<file path="config.mk">
export PLATFORM = sky130hd
export DESIGN_NAME = uart_rx
export DESIGN_NICKNAME = d
export VERILOG_FILES = /design/src/rtl/uart_pkg.sv /design/src/rtl/uart_rx_sync.sv /design/src/rtl/uart_rx.sv
export SDC_FILE = /design/constraint.sdc
export NUM_CORES = 1
export LEC_CHECK = 0
export ABC_AREA = 1
export CAP_MARGIN = 15
export CELL_PAD_IN_SITES_DETAIL_PLACEMENT = 2
export CELL_PAD_IN_SITES_GLOBAL_PLACEMENT = 2
export CORE_MARGIN = 1.5
export CORE_UTILIZATION = 35
export CTS_CLUSTER_DIAMETER = 100
export CTS_CLUSTER_SIZE = 12
export DETAILED_ROUTE_END_ITERATION = 16
export PLACE_DENSITY_LB_ADDON = 0.1
export SYNTH_ARGS = -nofsm -noshare
export SYNTH_HDL_FRONTEND = slang
export SYNTH_SLANG_ARGS = --single-unit
</file>
<file path="constraint.sdc">
create_clock -name clk -period 2.2 [get_ports clk]
set_clock_uncertainty 0.05 [all_clocks]
set_input_delay 0.33 -clock clk [delete_from_list [all_inputs] [get_ports clk]]
set_output_delay 0.33 -clock clk [all_outputs]
set_load 0.1 [all_outputs]
</file>
<file path="src/rtl/uart_pkg.sv">
// ----------------------------------------------------------------------------
// uart_pkg
// Shared definitions for the 8N1 UART receiver and transmitter.
//   - uart_state_t : FSM state encodings (S_IDLE .. S_BREAK)
//   - cycle_of     : clocks per bit, integer floor of CLK_FREQ / BOUD_RATE
//   - half_of      : clocks from the start-bit edge to mid start bit
//   - DATA_BITS, STOP_LEVEL : 8N1 frame constants
//   - CNT_W        : width of the bit-period counter
// ----------------------------------------------------------------------------
package uart_pkg;

   typedef enum logic [2:0] {
      S_IDLE,
      S_START,
      S_DATA,
      S_STOP,
      S_BREAK
   } uart_state_t;

   localparam int   DATA_BITS  = 8;
   localparam logic STOP_LEVEL = 1'b1;

   // 8 bits covers 234 clocks/bit (27 MHz, 115200 baud). Slower rates at
   // this clock overflow the counter; that limit is accepted, not checked.
   localparam int   CNT_W      = 8;

   function automatic int cycle_of(input int clk_freq, input int baud_rate);
      return clk_freq / baud_rate;
   endfunction

   function automatic int half_of(input int clk_freq, input int baud_rate);
      return cycle_of(clk_freq, baud_rate) / 2;
   endfunction

endpackage

</file>
<file path="src/rtl/uart_rx_sync.sv">
// ----------------------------------------------------------------------------
// uart_rx_sync
// Two-flop synchroniser that brings an asynchronous level into the clk domain.
// Both flops reset to RESET_VAL so an idle-high line does not look like a
// start bit when reset is released.
//   clk  in  system clock
//   rst  in  asynchronous, active-high reset
//   d    in  asynchronous input level
//   q    out synchronised level (two clocks of latency)
// ----------------------------------------------------------------------------
module uart_rx_sync
   import uart_pkg::*;
#(
   parameter logic RESET_VAL = 1'b1
) (
   input  logic clk,
   input  logic rst,
   input  logic d,
   output logic q
);

   logic meta;

   always_ff @(posedge clk or posedge rst) begin
      if (rst) begin
         meta <= RESET_VAL;
         q    <= RESET_VAL;
      end else begin
         meta <= d;
         q    <= meta;
      end
   end

endmodule

</file>
<file path="src/rtl/uart_rx.sv">
// ----------------------------------------------------------------------------
// uart_rx
// 8N1 asynchronous serial receiver. Oversamples rx_pin with clk, finds the
// mid-bit sample points from the start-bit falling edge and reports each byte
// with a one-cycle strobe. A stop bit sampled low raises frame_err and the
// receiver then waits for the line to return high, so a held-low line (break)
// is not decoded as a stream of 0x00 bytes.
//
// Parameters
//   CLK_FREQ   system clock frequency in Hz
//   BOUD_RATE  line rate in bit/s
// Ports
//   clk        in  system clock
//   rst        in  asynchronous, active-high reset
//   rx_pin     in  serial line, asynchronous, idles high
//   data       out last good byte, updated with valid, otherwise held
//   valid      out one-cycle pulse: frame completed with a good stop bit
//   frame_err  out one-cycle pulse: stop bit sampled low
//   busy       out high from start-bit detection until back in S_IDLE
//
// Build option
//   UART_RX_MAJORITY_EN  when defined, every sample is the 2-of-3 majority of
//                        rx_s at counter values HALF-1, HALF, HALF+1 (relative
//                        to the bit reference), so all sample points move one
//                        clock later. Undefined: single sample at HALF.
// ----------------------------------------------------------------------------
module uart_rx
   import uart_pkg::*;
#(
   parameter int CLK_FREQ  = 27_000_000,
   parameter int BOUD_RATE = 115200
) (
   input  logic       clk,
   input  logic       rst,
   input  logic       rx_pin,
   output logic [7:0] data,
   output logic       valid,
   output logic       frame_err,
   output logic       busy
);

   localparam int CYCLE = cycle_of(CLK_FREQ, BOUD_RATE);
   localparam int HALF  = half_of(CLK_FREQ, BOUD_RATE);

`ifdef UART_RX_MAJORITY_EN
   localparam int SAMPLE_SHIFT = 1;
`else
   localparam int SAMPLE_SHIFT = 0;
`endif

   // The counter holds the number of clocks elapsed since its reference edge
   // (it is loaded with 1 on the reference edge), so a compare value equals
   // the sample-point offset directly.
   localparam logic [CNT_W-1:0] START_AT = CNT_W'(HALF + SAMPLE_SHIFT);
   localparam logic [CNT_W-1:0] BIT_AT   = CNT_W'(CYCLE);
   localparam logic [2:0]       LAST_BIT = 3'(DATA_BITS - 1);

   logic             rx_s;
   logic             sample_bit;
   uart_state_t      state;
   logic [CNT_W-1:0] cnt;
   logic [2:0]       bit_idx;
   logic [7:0]       shift_reg;

   uart_rx_sync #(
      .RESET_VAL (1'b1)
   ) u_sync (
      .clk (clk),
      .rst (rst),
      .d   (rx_pin),
      .q   (rx_s)
   );

`ifdef UART_RX_MAJORITY_EN
   // rx_hist[0] is rx_s one clock ago, rx_hist[1] two clocks ago. At the
   // sample edge (counter = HALF+1) these are the values at HALF and HALF-1.
   logic [1:0] rx_hist;

   always_ff @(posedge clk or posedge rst) begin
      if (rst) begin
         rx_hist <= 2'b11;
      end else begin
         rx_hist <= {rx_hist[0], rx_s};
      end
   end

   assign sample_bit = (rx_hist[1] & rx_hist[0]) |
                       (rx_hist[1] & rx_s)       |
                       (rx_hist[0] & rx_s);
`else
   assign sample_bit = rx_s;
`endif

   // NOTE: all state below is updated with non-blocking assignments so every
   // branch reads the pre-edge values of cnt, state and shift_reg; blocking
   // assignments here would make results depend on statement order.
   always_ff @(posedge clk or posedge rst) begin
      if (rst) begin
         // NOTE: the shift register is a handful of flops, not a memory, so it
         // is reset with everything else; this keeps data at 8'h00 after reset.
         state     <= S_IDLE;
         cnt       <= '0;
         bit_idx   <= '0;
         shift_reg <= '0;
         data      <= '0;
         valid     <= 1'b0;
         frame_err <= 1'b0;
         busy      <= 1'b0;
      end else begin
         valid     <= 1'b0;
         frame_err <= 1'b0;

         case (state)
            S_IDLE: begin
               if (!rx_s) begin
                  cnt   <= CNT_W'(1);
                  busy  <= 1'b1;
                  state <= S_START;
               end
            end

            S_START: begin
               if (cnt == START_AT) begin
                  if (!sample_bit) begin
                     cnt     <= CNT_W'(1);
                     bit_idx <= '0;
                     state   <= S_DATA;
                  end else begin
                     // Start bit gone by mid-bit: a glitch, not a frame.
                     busy  <= 1'b0;
                     state <= S_IDLE;
                  end
               end else begin
                  cnt <= cnt + CNT_W'(1);
               end
            end

            S_DATA: begin
               if (cnt == BIT_AT) begin
                  cnt       <= CNT_W'(1);
                  shift_reg <= {sample_bit, shift_reg[7:1]};
                  if (bit_idx == LAST_BIT) begin
                     state <= S_STOP;
                  end else begin
                     bit_idx <= bit_idx + 3'd1;
                  end
               end else begin
                  cnt <= cnt + CNT_W'(1);
               end
            end

            S_STOP: begin
               if (cnt == BIT_AT) begin
                  if (sample_bit == STOP_LEVEL) begin
                     data  <= shift_reg;
                     valid <= 1'b1;
                     busy  <= 1'b0;
                     state <= S_IDLE;
                  end else begin
                     frame_err <= 1'b1;
                     state     <= S_BREAK;
                  end
               end else begin
                  cnt <= cnt + CNT_W'(1);
               end
            end

            S_BREAK: begin
               // Line must go idle before the next start edge can count.
               if (rx_s) begin
                  busy  <= 1'b0;
                  state <= S_IDLE;
               end
            end

            default: begin
               busy  <= 1'b0;
               state <= S_IDLE;
            end
         endcase
      end
   end

endmodule
</file>
==> results of run 1 <==
critical path, stage by stage, from the launching register on:
cell                      delay [ns]
sky130_fd_sc_hd__dfrtp_1        0.48
sky130_fd_sc_hd__inv_1          0.12
sky130_fd_sc_hd__ha_1           0.15
sky130_fd_sc_hd__nand2_1        0.08
sky130_fd_sc_hd__nor2_4         0.25
sky130_fd_sc_hd__nand2_4        0.11
sky130_fd_sc_hd__nand2_2        0.12
sky130_fd_sc_hd__nand3_4        0.13
sky130_fd_sc_hd__nand2_1        0.11
sky130_fd_sc_hd__inv_1          0.06
sky130_fd_sc_hd__nand2_1        0.05
sky130_fd_sc_hd__nand2_1        0.04
metal layers:
metal  part of all wire [%]  vias up  wire, um
met3                    2.1        7       101
met2                     50       16      2400
met4                   0.97        0        47
li1                       -      763         -
met1                     47      756      2290
met5                      0        -         0
worst paths after layout:
kind	start	endpoint	slack (ns)	depth (start not counted)
min in group asynchronous	rst	cnt[1]$_DFFE_PP0P_	0.41	3
max reg2reg	cnt[0]$_DFFE_PP0P_	cnt[2]$_DFFE_PP0P_	0.34	11
max	cnt[0]$_DFFE_PP0P_	cnt[2]$_DFFE_PP0P_	0.34	11
max in group asynchronous	rst	u_sync.meta$_DFF_PP1_	1.34	3
min	u_sync.meta$_DFF_PP1_	u_sync.q$_DFF_PP1_	0.31	0
min reg2reg	u_sync.meta$_DFF_PP1_	u_sync.q$_DFF_PP1_	0.31	0
metrics by stage:
step / instances / instance area [um^2] / total power, uW
after global routing: 319 / 2200 / 1420
after global placement: 311 / 2070 / 686
final: 319 / 2200 / 1370
after floorplan: 231 / 1910 / 674
after detailed placement: 311 / 2070 / 686
after CTS: 319 / 2200 / 1390
cells in the final DEF (no fill, tap or decap), drive strengths merged, types with 2 or more instances in the layout:
cell / netlist / layout
nand4: 3 / 3
o21bai: 2 / 2
inv: 33 / 33
nor3: 2 / 2
dfrtp: 33 / 33
clkdlybuf4s50: 0 / 2
bufinv: 0 / 2
nor2: 19 / 19
nand2: 78 / 78
buf: 3 / 12
clkbuf: 1 / 6
o21ai: 26 / 26
nand3: 21 / 21
ha: 5 / 5
dfstp: 2 / 2
synthesized netlist by cell type (all sizes together):
| cell | n |
|---|---|
| o22ai | 1 |
| dfstp | 2 |
| nand3b | 1 |
| nand4 | 3 |
| inv | 33 |
| xor2 | 1 |
| nand2 | 78 |
| buf | 3 |
| nand3 | 21 |
| o21bai | 2 |
| nor2 | 19 |
| clkbuf | 1 |
| ha | 5 |
| nor3 | 2 |
| o21ai | 26 |
| dfrtp | 33 |
kinds of logic after synthesis:
group	share of synthesized area, %
buffers and inverters	8.20
AOI/OAI and AO/OA	8.33
adders and majority gates	3.28
xor gates and xnor gates	0.459
and+or+nand+nor	33.7
DFF	46.1
power groups by stage:
stage          sequential (uW)  combinational (uW)  clock [uW]
2_1_floorplan              660                14.0           0
3_3_place_gp               661                25.2           0
3_5_place_dp               661                25.2           0
4_1_cts                    648                25.3         720
5_1_grt                    648                27.9         743
6_report                   648                23.7         700
cell type report:
type | instances | area [um^2]
clock buffers | 6 | 72.6
clock inverters | 2 | 60.1
fillers | 581 | 2970
inverters | 33 | 124
multi-input cells | 159 | 872
flip-flops and latches | 35 | 878
well taps | 70 | 87.6
repair buffers | 14 | 110
==> metrics, run 1 <==
final setup slack of the worst path 0.342 ns; aggregate global-route resource usage 18.8%; Max VDD drop 0.264 mV; required time worst endpoint 2.34 ns; number of levels in the clock H-tree 2; number of nets with antenna violations after detailed routing 0; combinational power share 1.7%; source-to-sink clock delay at the later pin of the worst-skew pair 0.29 ns; postcts setup bufs 0; hold-fix buffers at CTS 0; CTS-repair resized insts 0; setup violators final 0; Yosys Warn Count 0; worst-case headroom to the max-slew limit between 60% and 70%; core box area ~5200 um^2; Post-route DRC 0; synth top area cells sky130_fd_sc_hd__dfrtp_1, sky130_fd_sc_hd__nand2_1, sky130_fd_sc_hd__inv_1; area share of the largest cell type after synthesis between 40% and 50%; number of DRC violations after detailed-routing iteration 0 63; met3 Track Usage GR 2.50%; count of nets after finishing 256; Buffers on Ports 13; status completed; Antenna Diode Count 0; Final GP Congestion 0.733; HPWL Detailed around 3500 um; endpoint class of the critical path flip-flop; post-synthesis cell type count 29; count of endpoints failing hold in the final timing report 0; total clock buffers created by CTS 5; design internal power about 1100 uW; most crowded layer after global routing met2; number of vias in the routed layout 1,542; area delta synth->final 15.6%; remaining global-route overflow 0; number of pins exceeding their max-slew limit in the final report 0; average footprint of a synthesized cell 8.25 um^2; highest clock frequency the design can meet about 0.54 GHz; clock tree sinks 35; number of global-route vias before repair approximately 1,800; die outline height ~77 um; areal power density over the cells between 600 and 700 nW/um^2; synthesized instance count 231; portion of the clock cycle consumed by the worst path in the final layout 84.5%; global-route wire length before repair 8880 um; worst-path fanout max 9; Setup TNS 0 ns; worst min-delay path class flip-flop to flip-flop; Placement Setup Slack 0.320 ns; critical setup path kind flip-flop to flip-flop; syn nets 239; Syn Std Cell Area 1910 um^2; clock tree from TritonCTS yes; Cell Rows 26; clk root buf sky130_fd_sc_hd__clkbuf_8; top-level port count 14; maximum number of pins on one net before global-route repair 36; fraction of final layout cells with drive strength greater than 1 18.5%; proportion of synthesized chip area in sequential cells 46.1%; number of synthesized register bits 35; count of max-cap constraint violations 0; share of power burned in the clock network 51.0%; hold slack final 0.309 ns; buffer levels on the longest clock path 2; clock slew at reported path FFs about 0.07 ns; die outline width ~77 um; arrival time reported for the critical path endpoint 1.99 ns; Wirelength per Cell approximately 15 um; DR vias/cell 4.83; global routing met1 resource utilization 24.6%; initial antenna violation count 0; Switching Power around 270 uW; post-route core utilization 42.6%; initial core utilization between 30 and 40%; final period demand of the worst path about 1.9 ns; unrepaired setup endpoints after global routing false; DIE AREA 5900 um^2; area leader, netlist sky130_fd_sc_hd__dfrtp_1; critical path launch point type flip-flop; drt first pass iters 4; total wirelength of the detailed-routed design 4840 um; share of total power in sequential cells between 40 and 50%; worst slew pin tran 0.450 ns; GR Layer Usage met2 32.6%; Leakage 0.00107 uW; switching part of the total power a little under 20%
Note: power is estimated with default switching activity, not from simulation.
==> run 2, diff against run 1 <==
clock period = 1.8 ns   (was 2.2 ns; I/O delays follow)
==> run 2 against run 1 <==
Register-to-register slack got worse by 0.38 ns. Sequential power up 23%. Utilization up 8.2 points. Power rose by 24%. Wire length grew 40%. Non-clock buffer count rose by 20. Cell area up 19%. The flow now finishes with violations (setup timing). Largest power group unchanged. Highest routed layer unchanged.
==> metrics, run 2 (synthesis gave the netlist of run 1 again) <==
status finished, violations left; violated checks setup timing; source-to-sink clock delay at the later pin of the worst-skew pair 0.31 ns; number of DRC violations after detailed-routing iteration 0 52; arrival time reported for the critical path endpoint 1.96 ns; unrepaired setup endpoints after global routing true; hold slack final 0.257 ns; Register-to-Register Setup Slack -0.04 ns; clk root buf sky130_fd_sc_hd__clkbuf_8; die outline width 76.8 um; required time worst endpoint 1.92 ns; worst flop-to-flop path startpoint cnt[0]$_DFFE_PP0P_; Filler Cell Count 527; portion of the clock cycle consumed by the worst path in the final layout 102%; initial core utilization 36.9%; count of max-cap constraint violations 0; highest-count cells in the layout ignoring fill and taps sky130_fd_sc_hd__nand2_1, sky130_fd_sc_hd__dfrtp_1, sky130_fd_sc_hd__inv_1, sky130_fd_sc_hd__buf_4, sky130_fd_sc_hd__o21ai_1; clock tree sinks 35; hold-fix buffers at CTS 0; overall power of the completed layout between 1500 and 2000 uW; endpoint class of the critical path flip-flop; Final GP Congestion around 0.82; total wirelength of the detailed-routed design 6800 um; Cell Rows 26; Leakage 0.00124 uW; initial antenna violation count 0; crit-path cells inv_2 -> ha_4 -> nand2_2 -> nor2_4 -> buf_4 -> nand4_4 -> nand2_1 -> o21ai_1; setup violators final 1; fraction of final layout cells with drive strength greater than 1 31.1%; delay of the slowest critical-path stage 0.44 ns; global-route wire length before repair roughly 9500 um; Post-Layout Cell Count 340; number of vias in the routed layout 1,717; critical setup path kind flip-flop to flip-flop; DIE AREA 5900 um^2; die outline height roughly 77 um; areal power density over the cells around 650 nW/um^2; most common cell after layout, fill and taps aside sky130_fd_sc_hd__nand2_1; area delta synth->final 37.8%; top-level port count 14; critical path's slowest cell sky130_fd_sc_hd__dfrtp_2; final setup slack of the worst path -0.0372 ns; FF-to-FF End data[2]$_DFFE_PP0P_; worst-case headroom to the max-slew limit 72.5%; number of global-route vias before repair 1,865; number of placed instances, taps included 317; HPWL Detailed about 3600 um; summed area of non-filler cells in the final layout 2630 um^2; count of nets after finishing ~280; Buffers on Ports 13; drt first pass iters 4; worst min-delay path class primary input to async pin; final period demand of the worst path 1.84 ns; Max VDD drop ~0.36 mV; number of nets with antenna violations after detailed routing 0; critical path launch point type flip-flop; DR vias/cell 5.05; Wirelength per Cell roughly 20 um; buffer levels on the longest clock path 2; clock tree from TritonCTS yes; worst slew pin tran 0.412 ns; Antenna Diode Count 0; remaining global-route overflow 0; maximum number of pins on one net before global-route repair 36; aggregate global-route resource usage 21.0%; Post-route DRC 0; Worst Reg2Reg Path Length in Cells 8; number of levels in the clock H-tree 2; count of endpoints failing hold in the final timing report 0; total clock buffers created by CTS 5; worst-path fanout max 8; post-place instance area roughly 2300 um^2; clock slew at reported path FFs about 0.09 ns; number of pins exceeding their max-slew limit in the final report 0; highest clock frequency the design can meet roughly 0.54 GHz; core box area 5170 um^2
[run 2: routing by layer]
metal | global-route usage, % | vias to the layer above | wire length (um)
met5 | 0 | - | 0
met4 | 7.22 | 0 | 147
met3 | 4.05 | 10 | 169
met2 | 37.3 | 28 | 3540
met1 | 25.0 | 872 | 2940
li1 | - | 807 | -
[run 2: layout make-up]
class | count | area, um^2 | share of cell area (%)
inverters | 33 | 126 | 4.81
multi-input cells | 160 | 978 | 37.2
repair buffers | 34 | 422 | 16.0
clock inverters | 2 | 60.1 | 2.29
clock buffers | 6 | 72.6 | 2.76
well taps | 70 | 87.6 | 3.33
flip-flops and latches | 35 | 881 | 33.5
[run 2: worst max-delay path by stage]
| stage | from | endpoint | slack [ns] | cells after the start |
|---|---|---|---|---|
| final | cnt[0]$_DFFE_PP0P_ | data[2]$_DFFE_PP0P_ | -0.04 | 8 |
| after CTS | cnt[0]$_DFFE_PP0P_ | cnt[6]$_DFFE_PP0P_ | 0.01 | 12 |
| after floorplan | cnt[0]$_DFFE_PP0P_ | state[1]$_DFFE_PP0P_ | 0.18 | 11 |
| after detailed placement | cnt[0]$_DFFE_PP0P_ | state[1]$_DFFE_PP0P_ | 0.009 | 9 |
| after global routing | cnt[0]$_DFFE_PP0P_ | data[2]$_DFFE_PP0P_ | -0.08 | 8 |
| after global placement | cnt[0]$_DFFE_PP0P_ | cnt[1]$_DFFE_PP0P_ | 0.08 | 11 |
[run 2: worst max-delay path, delay by kind of cell, from the launching register on]
kind / cells / cell delay [ns]
AND/OR/NAND/NOR: 4 / 0.66
buffers and inverters: 2 / 0.30
adder cells (fa/ha/maj): 1 / 0.14
AO/OA/AOI/OAI: 1 / 0.11
flip-flops: 1 / 0.44
[run 2: report_power, final]
| part | switching [uW] | internal (uW) |
|---|---|---|
| Clock | 322 | 554 |
| Combinational | 24.9 | 11.4 |
| Sequential | 3.96 | 790 |
| Total | 351 | 1360 |
[run 2: timing repair]
| item | in CTS | in global routing |
|---|---|---|
| gates resized for setup | 2 | 29 |
| setup endpoints to repair | 15 | 30 |
| cloned | 0 | 1 |
| pin swaps | 1 | 9 |
| setup buffers | 6 | 8 |
[run 2: per-stage QoR]
stage	worst slack (ns)	setup TNS [ns]	utilization (%)
floorplan	0.183	0	-
global placement	0.0811	0	43.6
detailed placement	0.00889	0	43.6
CTS	0.0101	0	47.3
global route	-0.0822	-0.623	50.8
finish	-0.0372	-0.0372	50.8
==> variant 1, RTL diff (config.mk and constraints of run 1) <==
The option `UART_RX_MAJORITY_EN` is turned on by a define.
--- a/src/rtl/uart_rx.sv
+++ b/src/rtl/uart_rx.sv
@@ -24,6 +24,8 @@
 //                        to the bit reference), so all sample points move one
 //                        clock later. Undefined: single sample at HALF.
 // ----------------------------------------------------------------------------
+`define UART_RX_MAJORITY_EN
+
 module uart_rx
    import uart_pkg::*;
 #(
Check against the original RTL: no difference found for any inputs over 10 cycles, from zero or initial values and one cycle with rst high; that may be too few to reach the edited logic, so the function may still have changed.
==> variant 1 against run 1 <==
  * Fmax down 3.4%
  * Combinational power up 30%
  * Core utilization down 0.19 points
  * Sequential cell count up 2
  * Power down 4.5%
  * Final area down 1.1%
  * Synthesized area down 1.6%
  * Wire length up 2.9%
  * First-iteration DRC count down 16%
  * Setup slack worse by 0.065 ns
  * Critical path type unchanged
  * Largest power group is now registers
==> variant 1: results (changes against run 1) <==
n_diodes=0 (unchanged); port bufs=13 (unchanged); number of global-route vias before repair=1,818 (+2.9%); M1 WL=2240 µm (-2.1%); Leak=1.05 nW (-1.6%); max incr delay on CP=0.43 ns (-0.05 ns); Top Layer Used=met4; initial antenna violation count=0 (unchanged); largest net degree at the start of global routing=38 (+5.6%); NumNets Final=258 (+0.78%); Post-CTS Setup Repair Bufs=0 (unchanged); drt total wl=4980 µm (+2.9%); average via count per standard cell=5.07 (+4.8%); CP Data Arrival Time=2.05 ns (+0.06 ns); worst slew pin tran=0.492 ns (+0.0416 ns); commonest cells in the synthesized netlist=nand2_1, dfrtp_1, o21ai_0; met2 routed WL=2590 µm (+7.7%); Synth Net Count=237 (-0.84%); Max FO, Critical Path=9 (unchanged); GR Util met3=3.23% (+0.73 points); routing usage on met2=33.9% (+1.4 points); gr usage total=18.8% (-0.043 points); met1 Usage GRT=22.8% (-1.8 points); Max-Cap Viols=0 (unchanged); Peak VDD IR=0.289 mV (+9.6%); DR iter-0 viols=53 (-16%); worst-skew pair later-pin latency=0.29 ns (about the same); met3 wire length=94 µm (-6.9%); clk buf depth=2 (unchanged); top post-synthesis cells by area=dfrtp_1, nand2_1, o21ai_0, dfstp_2, nand3_1; H-tree depth=2 (unchanged); CTS buffer count=5 (unchanged); status=completed; GPL Wtd Cong=0.752 (+2.6%); post_cts resized=0 (unchanged); yosys warns=0 (unchanged); slowest CP cell=dfrtp_1; synth unique cells=23 (-21%); Top FF cell, synth=dfrtp_1; sequential fraction of the synthesis area=49.6% (+3.5 points); Detailed Place HPWL=3690 µm (+5.1%); global-route wire length before repair=8710 µm (-1.9%); sw frac=20.9% (+1.5 points); fraction of layout cells with a size suffix above 1=18.3% (-0.22 points); Hold Crit Class=reg -> reg
variant 1: power groups by stage:
stage               clock network [mW]  registers, mW  logic [mW]
finish                           0.589          0.690      0.0309
global route                     0.628          0.691      0.0360
CTS                              0.608          0.690      0.0326
detailed placement                   0          0.703      0.0331
global placement                     0          0.702      0.0321
floorplan                            0          0.702      0.0176
variant 1: kinds of logic (layout without fill, tap and decap cells):
| group | Yosys count | count (layout) | share of synthesized area [%] |
|---|---|---|---|
| xor gates and xnor gates | 1 | 1 | 0.467 |
| adders and majority gates | 4 | 4 | 2.67 |
| AOI/OAI and AO/OA | 35 | 35 | 9.60 |
| DFF | 37 | 37 | 49.6 |
| and+or+nand+nor | 125 | 125 | 31.2 |
| buffers and inverters | 28 | 50 | 6.47 |
variant 1: per-stage QoR:
step	cell area (µm²)	std cells	total power, mW	setup slack, ns
2_1_floorplan	1880	230	0.719	0.590
3_3_place_gp	2070	314	0.735	0.368
3_5_place_dp	2070	314	0.736	0.291
4_1_cts	2180	322	1.33	0.263
5_1_grt	2180	322	1.35	0.0966
6_report	2180	322	1.31	0.277
variant 1: path summary, 6_finish.rpt:
path                             startpoint  endpoint  cells past startpoint  slack (ns)
worst max-delay path                 cnt[0]    cnt[6]                     11        0.28
worst min-delay path            u_sync.meta  u_sync.q                      0        0.31
worst max register to register       cnt[0]    cnt[6]                     11        0.28
worst min register to register  u_sync.meta  u_sync.q                      0        0.31
max in group asynchronous               rst  u_sync.q                      3        1.33
min in group asynchronous               rst   data[0]                      3        0.40
variant 1: layout make-up:
cell class,count,area [µm²]
clock buffer,6,72.6
clock inverter,2,38.8
fill,651,2960
inverter,25,93.8
multi-input combinational,165,825
sequential,37,931
tap,70,87.6
timing repair buffer,17,133
==> variant 2, RTL diff (config.mk and constraints of run 1) <==
Made on the original files. Encoding of `uart_state_t`: now one-hot (5 bits for 5 states).
--- a/src/rtl/uart_pkg.sv
+++ b/src/rtl/uart_pkg.sv
@@ -9,12 +9,12 @@
 // ----------------------------------------------------------------------------
 package uart_pkg;
 
-   typedef enum logic [2:0] {
-      S_IDLE,
-      S_START,
-      S_DATA,
-      S_STOP,
-      S_BREAK
+   typedef enum logic [4:0] {
+      S_IDLE  = 5'b00001,
+      S_START = 5'b00010,
+      S_DATA  = 5'b00100,
+      S_STOP  = 5'b01000,
+      S_BREAK = 5'b10000
    } uart_state_t;
 
    localparam int   DATA_BITS  = 8;
Formal check against the unedited RTL: same outputs for any inputs over 10 cycles, from zero or initial values and one cycle with rst high; not proved beyond that.
==> variant 2 against run 1 <==
  * Wire length is 10% higher
  * Final area is 1.7% higher
  * Non-clock buffer count stayed put
  * First-iteration DRC count is 33% lower
  * Synthesized area is 3.9% higher
  * Via count is 6.7% higher
  * Sequential cell count is 2 higher
  * Synthesized cell count is 5.6% higher
  * Setup slack better by 0.027 ns
  * Largest cell class unchanged
  * Highest routed layer unchanged
Power is not compared: it rests on default switching activity, and its combinational part moved more than twofold at a synthesized area within 25%.
==> variant 2: results (changes against run 1) <==
status=completed; Final Util=41.0% (-1.7 points); Non-Filler Instances=333 (+4.4%); fraction of area in multi-input gates=40.6% (+1.0 points); Detailed Place HPWL=3960 µm (+13%); Clock Sinks=37 (+5.7%); fillers=648 (+12%); NonClk Buf Share=4.91% (-0.084 points); Inverters excl. clock=29 (-12%); M1 WL=2460 µm (+7.3%); met3 wire length=92 µm (-8.9%); NumNets Final=268 (+4.7%); Yosys top cell area share=42.9% (-0.38 points); commonest cells in the synthesized netlist=nand2_1, dfrtp_1, inv_1; DR iter-0 viols=42 (-33%); global-route wire length before repair=9290 µm (+4.7%); via count=1,646 (+6.7%); Max FO, Critical Path=8 (-1); fraction of layout cells with a size suffix above 1=19.5% (+1.1 points); Sequential Area=930 µm² (+5.8%); worst slack, placed=0.356 ns (+0.0364 ns); routing usage on met2=35.0% (+2.5 points); DR WL/cell=16.0 µm (+5.5%); final-layout clock-cell area share=4.19% (-1.8 points); Peak Freq=546 MHz (+1.5%); met2 routed WL=2740 µm (+14%); met1 Usage GRT=25.2% (+0.69 points); Clock buffer cells=7 (+1); synth unique cells=25 (-14%); worst-skew pair later-pin latency=0.29 ns (about the same); GR Util met3=3.49% (+0.99 points); worst slew pin tran=0.485 ns (+0.0348 ns); Synth Net Count=252 (+5.4%); flop2flop setup slack=0.37 ns (+0.03 ns); sequential fraction of the synthesis area=46.9% (+0.84 points); gr usage total=19.8% (+1.0 points); max incr delay on CP=0.46 ns (-0.02 ns); syn_area_per_cell=8.12 µm² (-1.6%); hold_ws=0.307 ns (-0.00216 ns); GPL Wtd Cong=0.753 (+2.7%); top post-synthesis cells by area=dfrtp_1, nand2_1, nand3_1, inv_1, dfstp_2
[variant 2: cells by family after synthesis]
family	synth area share, %
compound gates	8.77
xor+xnor	0.884
fa+ha+maj	3.16
buf+inv	7.20
flops	46.9
simple gates	33.1
[variant 2: where the power goes]
group	total, mW	leakage (nW)	switching (mW)	internal [mW]
Clock	0.496	0.0445	0.241	0.255
Combinational	0.803	0.560	0.568	0.235
Sequential	0.868	0.498	0.101	0.767
[variant 2: worst paths after layout]
| path | from | endpoint | cells past startpoint |
|---|---|---|---|
| worst max register to register | cnt[0] | cnt[2] | 11 |
| worst max-delay path | cnt[0] | cnt[2] | 11 |
| worst min register to register | u_sync.meta | u_sync.q | 0 |
| min in group asynchronous | rst | bit_idx[0] | 3 |
| max in group asynchronous | rst | u_sync.q | 3 |
| worst min-delay path | u_sync.meta | u_sync.q | 0 |
